**config.mk**
```make
export PLATFORM = sky130hd
export DESIGN_NAME = sram_march_bist
export DESIGN_NICKNAME = d
export VERILOG_FILES = /design/src/rtl/sram_march_bist.sv
export SDC_FILE = /design/constraint.sdc
export NUM_CORES = 1
export LEC_CHECK = 0
export ABC_AREA = 1
export CAP_MARGIN = 0
export CORE_MARGIN = 3
export CORE_UTILIZATION = 36
export DETAILED_ROUTE_END_ITERATION = 7
export PLACE_DENSITY = 0.81
export SLEW_MARGIN = 40
export SYNTH_ARGS = -nofsm -noshare
export SYNTH_HDL_FRONTEND = slang
export SYNTH_SLANG_ARGS = --single-unit
```
**constraint.sdc**
```tcl
create_clock -name clk_i -period 2.32 [get_ports clk_i]
set_input_delay 0.464 -clock clk_i [delete_from_list [all_inputs] [get_ports clk_i]]
set_output_delay 0.464 -clock clk_i [all_outputs]
set_load 0.03 [all_outputs]
```
**src/rtl/sram_march_bist.sv**
```systemverilog
// March BIST sequencer driving the ext_sram request port: W0(P), R0(P)/W1(~P) per word, R1(~P).
// Optional first-failure log enabled by defining SRAM_BIST_ERRLOG_EN.
module sram_march_bist #(
   parameter logic [31:0] ADDR_BASE = 32'h0000_0000,
   parameter int unsigned WORDS     = 256,
   parameter int unsigned STRIDE    = 4,
   parameter logic [31:0] PATTERN   = 32'hAAAA_AAAA
) (
   input  logic        clk_i,
   input  logic        reset_i,
   input  logic        start_i,
   output logic        busy_o,
   output logic        done_o,
   output logic        pass_o,
   output logic [15:0] err_count_o,
   output logic        valid_o,
   output logic        rw_o,
   output logic [31:0] addri_o,
   output logic [31:0] dtw_o,
   input  logic        ready_i,
   input  logic [31:0] dtr_i,
   output logic [31:0] fail_addr_o,
   output logic [31:0] fail_exp_o,
   output logic [31:0] fail_act_o
);

   typedef enum logic [2:0] {StIdle, StW0, StR0, StW1, StR1, StFin} state_e;

   localparam logic [15:0] LastIdx = 16'(WORDS - 1);
   localparam logic [31:0] StrideW = 32'(STRIDE);
   localparam logic [31:0] PatInv  = ~PATTERN;

   state_e      state_q, state_d;
   logic        valid_q, valid_d;
   logic        rw_q, rw_d;
   logic        busy_q, busy_d;
   logic        done_q, done_d;
   logic [31:0] addr_q, addr_d;
   logic [31:0] dtw_q, dtw_d;
   logic [15:0] idx_q, idx_d;
   logic [15:0] err_q, err_d;

   logic        xfer;
   logic        last;
   logic        is_read;
   logic        mismatch;
   logic        accept;
   logic [31:0] exp_data;

   assign xfer     = valid_q & ready_i;
   assign last     = (idx_q == LastIdx);
   assign is_read  = (state_q == StR0) || (state_q == StR1);
   assign exp_data = (state_q == StR1) ? PatInv : PATTERN;
   assign mismatch = xfer & is_read & (dtr_i != exp_data);
   assign accept   = (state_q == StIdle) & start_i;

   always_comb begin
      state_d = state_q;
      valid_d = valid_q;
      rw_d    = rw_q;
      busy_d  = busy_q;
      done_d  = done_q;
      addr_d  = addr_q;
      dtw_d   = dtw_q;
      idx_d   = idx_q;
      err_d   = err_q;

      unique case (state_q)
         StIdle: begin
            if (start_i) begin
               state_d = StW0;
               valid_d = 1'b1;
               rw_d    = 1'b1;
               addr_d  = ADDR_BASE;
               dtw_d   = PATTERN;
               idx_d   = 16'd0;
               busy_d  = 1'b1;
               done_d  = 1'b0;
               err_d   = 16'd0;
            end
         end
         // In active states valid re-asserts after the one-cycle gap that follows each ready.
         StW0: begin
            valid_d = 1'b1;
            if (xfer) begin
               valid_d = 1'b0;
               if (last) begin
                  state_d = StR0;
                  idx_d   = 16'd0;
                  addr_d  = ADDR_BASE;
                  rw_d    = 1'b0;
                  dtw_d   = 32'd0;
               end else begin
                  idx_d  = idx_q + 16'd1;
                  addr_d = addr_q + StrideW;
               end
            end
         end
         StR0: begin
            valid_d = 1'b1;
            if (xfer) begin
               valid_d = 1'b0;
               state_d = StW1;
               rw_d    = 1'b1;
               dtw_d   = PatInv;
            end
         end
         StW1: begin
            valid_d = 1'b1;
            if (xfer) begin
               valid_d = 1'b0;
               rw_d    = 1'b0;
               dtw_d   = 32'd0;
               if (last) begin
                  state_d = StR1;
                  idx_d   = 16'd0;
                  addr_d  = ADDR_BASE;
               end else begin
                  state_d = StR0;
                  idx_d   = idx_q + 16'd1;
                  addr_d  = addr_q + StrideW;
               end
            end
         end
         StR1: begin
            valid_d = 1'b1;
            if (xfer) begin
               valid_d = 1'b0;
               if (last) begin
                  state_d = StFin;
                  busy_d  = 1'b0;
                  done_d  = 1'b1;
               end else begin
                  idx_d  = idx_q + 16'd1;
                  addr_d = addr_q + StrideW;
               end
            end
         end
         StFin: begin
            state_d = StIdle;
         end
         default: begin
            state_d = StIdle;
            valid_d = 1'b0;
            busy_d  = 1'b0;
         end
      endcase

      if (mismatch && (err_q != 16'hFFFF)) begin
         err_d = err_q + 16'd1;
      end
   end

   always_ff @(posedge clk_i or posedge reset_i) begin
      if (reset_i) begin
         state_q <= StIdle;
         valid_q <= 1'b0;
         rw_q    <= 1'b0;
         busy_q  <= 1'b0;
         done_q  <= 1'b0;
         addr_q  <= 32'd0;
         dtw_q   <= 32'd0;
         idx_q   <= 16'd0;
         err_q   <= 16'd0;
      end else begin
         state_q <= state_d;
         valid_q <= valid_d;
         rw_q    <= rw_d;
         busy_q  <= busy_d;
         done_q  <= done_d;
         addr_q  <= addr_d;
         dtw_q   <= dtw_d;
         idx_q   <= idx_d;
         err_q   <= err_d;
      end
   end

`ifdef SRAM_BIST_ERRLOG_EN
   logic [31:0] fail_addr_q, fail_exp_q, fail_act_q;

   // Only the first mismatch of a run is logged; err_q==0 marks it.
   always_ff @(posedge clk_i or posedge reset_i) begin
      if (reset_i) begin
         fail_addr_q <= 32'd0;
         fail_exp_q  <= 32'd0;
         fail_act_q  <= 32'd0;
      end else if (accept) begin
         fail_addr_q <= 32'd0;
         fail_exp_q  <= 32'd0;
         fail_act_q  <= 32'd0;
      end else if (mismatch && (err_q == 16'd0)) begin
         fail_addr_q <= addr_q;
         fail_exp_q  <= exp_data;
         fail_act_q  <= dtr_i;
      end
   end

   assign fail_addr_o = fail_addr_q;
   assign fail_exp_o  = fail_exp_q;
   assign fail_act_o  = fail_act_q;
`else
   assign fail_addr_o = 32'd0;
   assign fail_exp_o  = 32'd0;
   assign fail_act_o  = 32'd0;
`endif

   assign busy_o      = busy_q;
   assign done_o      = done_q;
   assign pass_o      = done_q && (err_q == 16'd0);
   assign err_count_o = err_q;
   assign valid_o     = valid_q;
   assign rw_o        = rw_q;
   assign addri_o     = addr_q;
   assign dtw_o       = dtw_q;

endmodule

```
Word-level counts from Yosys, hierarchy flattened. Cells that the tools add are included.

Equal/unequal tests: 17. $lt $le $gt $ge: 0. Reductions and logical operators: 20. Shift-type cells: 0. $mul: 0. Bitwise logic cells: 5. Div/mod/pow operators: 0. Muxes and demuxes: 43. $add $sub $neg: 3.

Operator list (number): two-way mux 32 bit (11); one-hot mux 32 bit (4 select lines) (1); two-way mux 16 bit (7); one-hot mux 32 bit (3 select lines) (1); one-hot mux 16 bit (3 select lines) (1); adder 16 x 1 -> 16 bit, second input constant (2); adder 32 x 3 -> 32 bit, second input constant (1); inequality test 32 bit (1); two-way mux 3 bit (8); == test 16 x 8 -> 1 bit, second input constant (1); zero test 16 bit (1); inequality test 16 bit, second input constant (1); inequality test 2 bit, second input constant (8); one-hot mux 3 bit (5 select lines) (1); two-way mux 1 bit (9); AND reduction 4 bit (2); OR reduction 4 bit (2); AND reduction 7 bit (1); == test 3 x 2 -> 1 bit, second input constant (2); == test 3 bit, second input constant (2); one-hot mux 1 bit (3 select lines) (2); AND reduction 6 bit (1); nonzero test 2 bit (3); AND reduction 5 bit (1); 13 further kinds (18).

Bits in latches: 0. Bits in registers: 103. RAM bits: 0. Output and inout bits: 181. ROM bits: 0. Input port bits: 36. Memories: 0.

Longest topological paths before layout.
Depth after elaboration: 7. Mapped depth: 12.

Least setup slack after synthesis. OpenSTA, ideal clock, no wires.

Path kind: reg-to-output. Start: reg err_q[4], in the netlist err_count_o[4]. End: out pass_o. Path slack: 412 ps. Buffers on the path: 1. Cell stages (with the launch flop): 5. Data required time: 1856 ps. Data arrival time: 1444 ps. Path through: dfrtp_1 -> buf_2 -> nor4_1 -> nand4_1 -> nor2_1.

Longest elaborated chain between the ends: 2.

RTL lines: from (decl) (line 41) `logic [15:0] err_q, err_d;`; from (signal assigned) (line 174) `err_q <= err_d;`; zero test 16 bit (line 209) `assign pass_o = done_q && (err_q == 16'd0);`; logical AND 1 bit (line 209); to (decl) (line 14) `output logic pass_o,`.

Every way passes these cells.

==> results.py <==
metrics = {
    "run_status": {
        "status": "completed",
    },
    "sta": {
        "setup_viol": 0,
        "final-hold-violation-count": 0,
        "fmax_mhz": 464,
        "finalCritPeriodShare": 0.930,
        "slew_violations": 0,
        "worst_clock_skew_ns": 0.00964,
        "finalSetupTns_ns": 0,
        "rsz0062_at_grt": "false",
        "whs_ns": 0.489,
        "period_minus_slack_ns": 2.16,
        "max_slew_margin": 0.567,
        "worst_slew_pin_slew_ns": 0.649,
    },
    "floorplan": {
        "ioPinCount": 217,
        "die_w_microns": 133,
        "core_sq_um": 15500,
        "initial_core_util": 0.375,
        "dieArea_sq_um": 17700,
        "die_h_microns": 133,
        "row_count": 45,
    },
    "synth": {
        "syn_avg_cell_area_sq_um": 6.81,
        "synth.most_common_cell": "nand2_1",
        "synth-main-ff-cell": "dfrtp_1",
        "synth_area_leaders": "dfrtp_1, buf_4, nand2_1, nor2_1, nand3_1",
        "synth_largest_area_cell": "dfrtp_1",
        "ys_warn_count": 0,
        "synth_top_area_frac": 0.305,
        "synth_cell_types": 38,
        "synth_edf_count": 0,
        "ys_seq_area_frac": 0.305,
        "synth-async-reset-ratio": 1.00,
        "synth-seq-cells": 71,
        "postSynthCellCount": 856,
        "syn_area_sq_um": 5830,
        "synth.top_cells.by_count": "nand2_1, buf_4, nor2_1",
    },
    "min_path": {
        "whs_endpoint": "rw_o",
        "worstHoldStart": "rw_o",
        "min_path_type": "flop to flop",
        "hold_depth": 2,
    },
    "grt": {
        "gr-total-overflow": 0,
        "grt_pass1_vias": 4862,
        "antenna_found_initial": 0,
        "grt_usage": 0.151,
        "grt_pass1_wl_microns": 22700,
        "grt_max_degree": 72,
    },
    "placement": {
        "dp_hpwl_microns": 10500,
        "io_buffers": 118,
        "gp_congestion": 0.907,
    },
    "cts": {
        "clock_sinks": 71,
        "h-tree-depth": 3,
        "cts_buffer_depth": 2,
        "clock_latency_ns": 0.33,
        "cts_tree": "built",
        "clkTransAtPathRegs_ns": 0.06,
        "cts_root_buf": "clkbuf_16",
        "cts_made_buffers": 9,
        "cts_hold_buf": 0,
    },
    "drt": {
        "drt.antenna.violating_nets": 0,
        "wl_microns": 14000,
        "drc": 0,
        "drtPass1Iterations": 5,
        "wire_per_inst_microns": 11.9,
        "dr_total_vias": 5453,
        "vias_per_cell": 4.66,
        "drt_iter0_markers": 298,
    },
    "setup_path": {
        "max_stage_delay_ns": 0.76,
        "timing.critical_path.from_type": "flop",
        "cp_top_family": "buffers and inverters",
        "slowest_stage": "clkdlybuf4s50_1",
        "startpoint": "dtw_o[30]",
        "r2r_start": "idx_q[0]",
        "crit_type": "flop to output pin",
        "end_kind": "output pin",
        "r2r_slack_ns": 0.24,
        "reg2reg_depth": 9,
        "path_cells": "clkdlybuf4s50_1",
        "crit_fanout": 17,
        "required_ns": 1.86,
        "arrival_ns": 1.69,
        "cp.buffers_inverters": 1,
        "r2r_end": "addri_o[5]",
    },
    "power": {
        "leakage_nw": 3.35,
        "power.density_nw_per_um2": 782,
        "vdd_drop_max_mv": 0.412,
    },
    "flow_run": {
        "cap_violations": 0,
    },
    "layout": {
        "syn_to_final_growth_pct": 19.9,
        "multiInputGateArea_sq_um": 3000,
        "diodes": 0,
        "fillCellCount": 1567,
        "layout.nets": 994,
        "seqCellArea_sq_um": 1780,
        "drive_gt1_frac": 0.0730,
    },
}
==> area by class of cell <==
| type | instances | area share |
|---|---|---|
| Inverter | 84 | 0.0469 |
| Clock inverter | 6 | 0.00645 |
| Sequential cell | 71 | 0.254 |
| Multi-Input combinational cell | 651 | 0.430 |
| Tap cell | 211 | 0.0378 |
| Timing Repair Buffer | 137 | 0.191 |
| Clock buffer | 10 | 0.0342 |
==> cells by family (layout without fill, tap and decap cells) <==
| logic type | Yosys count | count (layout) | share of synthesized area |
|---|---|---|---|
| and+or+nand+nor | 476 | 476 | 0.360 |
| DFF | 71 | 71 | 0.305 |
| other | 1 | 98 | 0.000644 |
| xor gates and xnor gates | 14 | 14 | 0.0210 |
| buffers and inverters | 231 | 237 | 0.242 |
| adders and majority gates | 4 | 4 | 0.00859 |
| AOI/OAI and AO/OA | 59 | 59 | 0.0625 |
==> layer usage <==
layer / track usage / vias to the layer above / share of wire
met5: 0 / - / 0
met4: 0.0611 / 0 / 0.023
met3: 0.0227 / 24 / 0.066
met2: 0.261 / 220 / 0.49
met1: 0.189 / 2511 / 0.42
li1: - / 2698 / -
==> power by group <==
part,leakage [nW],total (mW),internal (mW),switching [mW]
sequential,0.974,1.53,1.36,0.169
combinational,2.25,2.63,0.794,1.83
clock,0.131,1.31,0.756,0.556
total,3.35,5.47,2.91,2.56
==> metrics by stage <==
step / std cells / worst slack [ns] / cell area (sq um) / total power, mW / util
3_3_place_gp: 1154 / 0.127 / 6700 / 4.11 / 0.431
3_5_place_dp: 1154 / 0.0693 / 6700 / 4.15 / 0.431
4_1_cts: 1170 / 0.102 / 6990 / 5.47 / 0.450
6_report: 1170 / 0.163 / 6990 / 5.47 / 0.450
5_1_grt: 1170 / 0.0152 / 6990 / 5.77 / 0.450
2_1_floorplan: 953 / 0.0594 / 6190 / 3.73 / -
==> cell usage in the layout (no fill, tap or decap), types with 6 or more instances in the layout <==
| cell | n |
|---|---|
| o21ai_0 | 17 |
| xor2_1 | 12 |
| o21ai_1 | 10 |
| a21oi_1 | 11 |
| nand3b_1 | 6 |
| nand3_1 | 67 |
| nor2_1 | 112 |
| clkbuf_16 | 9 |
| nand4_1 | 17 |
| nand2_1 | 225 |
| dfrtp_1 | 70 |
| clkdlybuf4s50_1 | 117 |
| inv_1 | 77 |
| conb_1 | 98 |
| buf_4 | 18 |
| o21bai_1 | 7 |
| nor3_1 | 21 |
==> what timing repair did <==
item | in CTS | in global routing
resized for setup | 1 | 5
buffers inserted | 0 | 0
setup endpoints to repair | 1 | 5
==> state kept, by name, indices dropped and copies added (netlist names) <==
name / cells
err_count_o: 16
addri_o: 30
idx_q: 16
done_o: 1
state_q: 3
dtw_o: 2
rw_o: 1
busy_o: 1
valid_o: 1
==> worst max path at each step <==
stage,cells past startpoint,slack [ns],end
3_5_place_dp,9,0.07,idx_q[4]
3_3_place_gp,9,0.13,idx_q[4]
4_1_cts,6,0.10,pass_o
2_1_floorplan,1,0.06,addri_o[10]
5_1_grt,1,0.02,dtw_o[4]
6_report,1,0.16,dtw_o[4]
(Power assumes the default switching activity.)
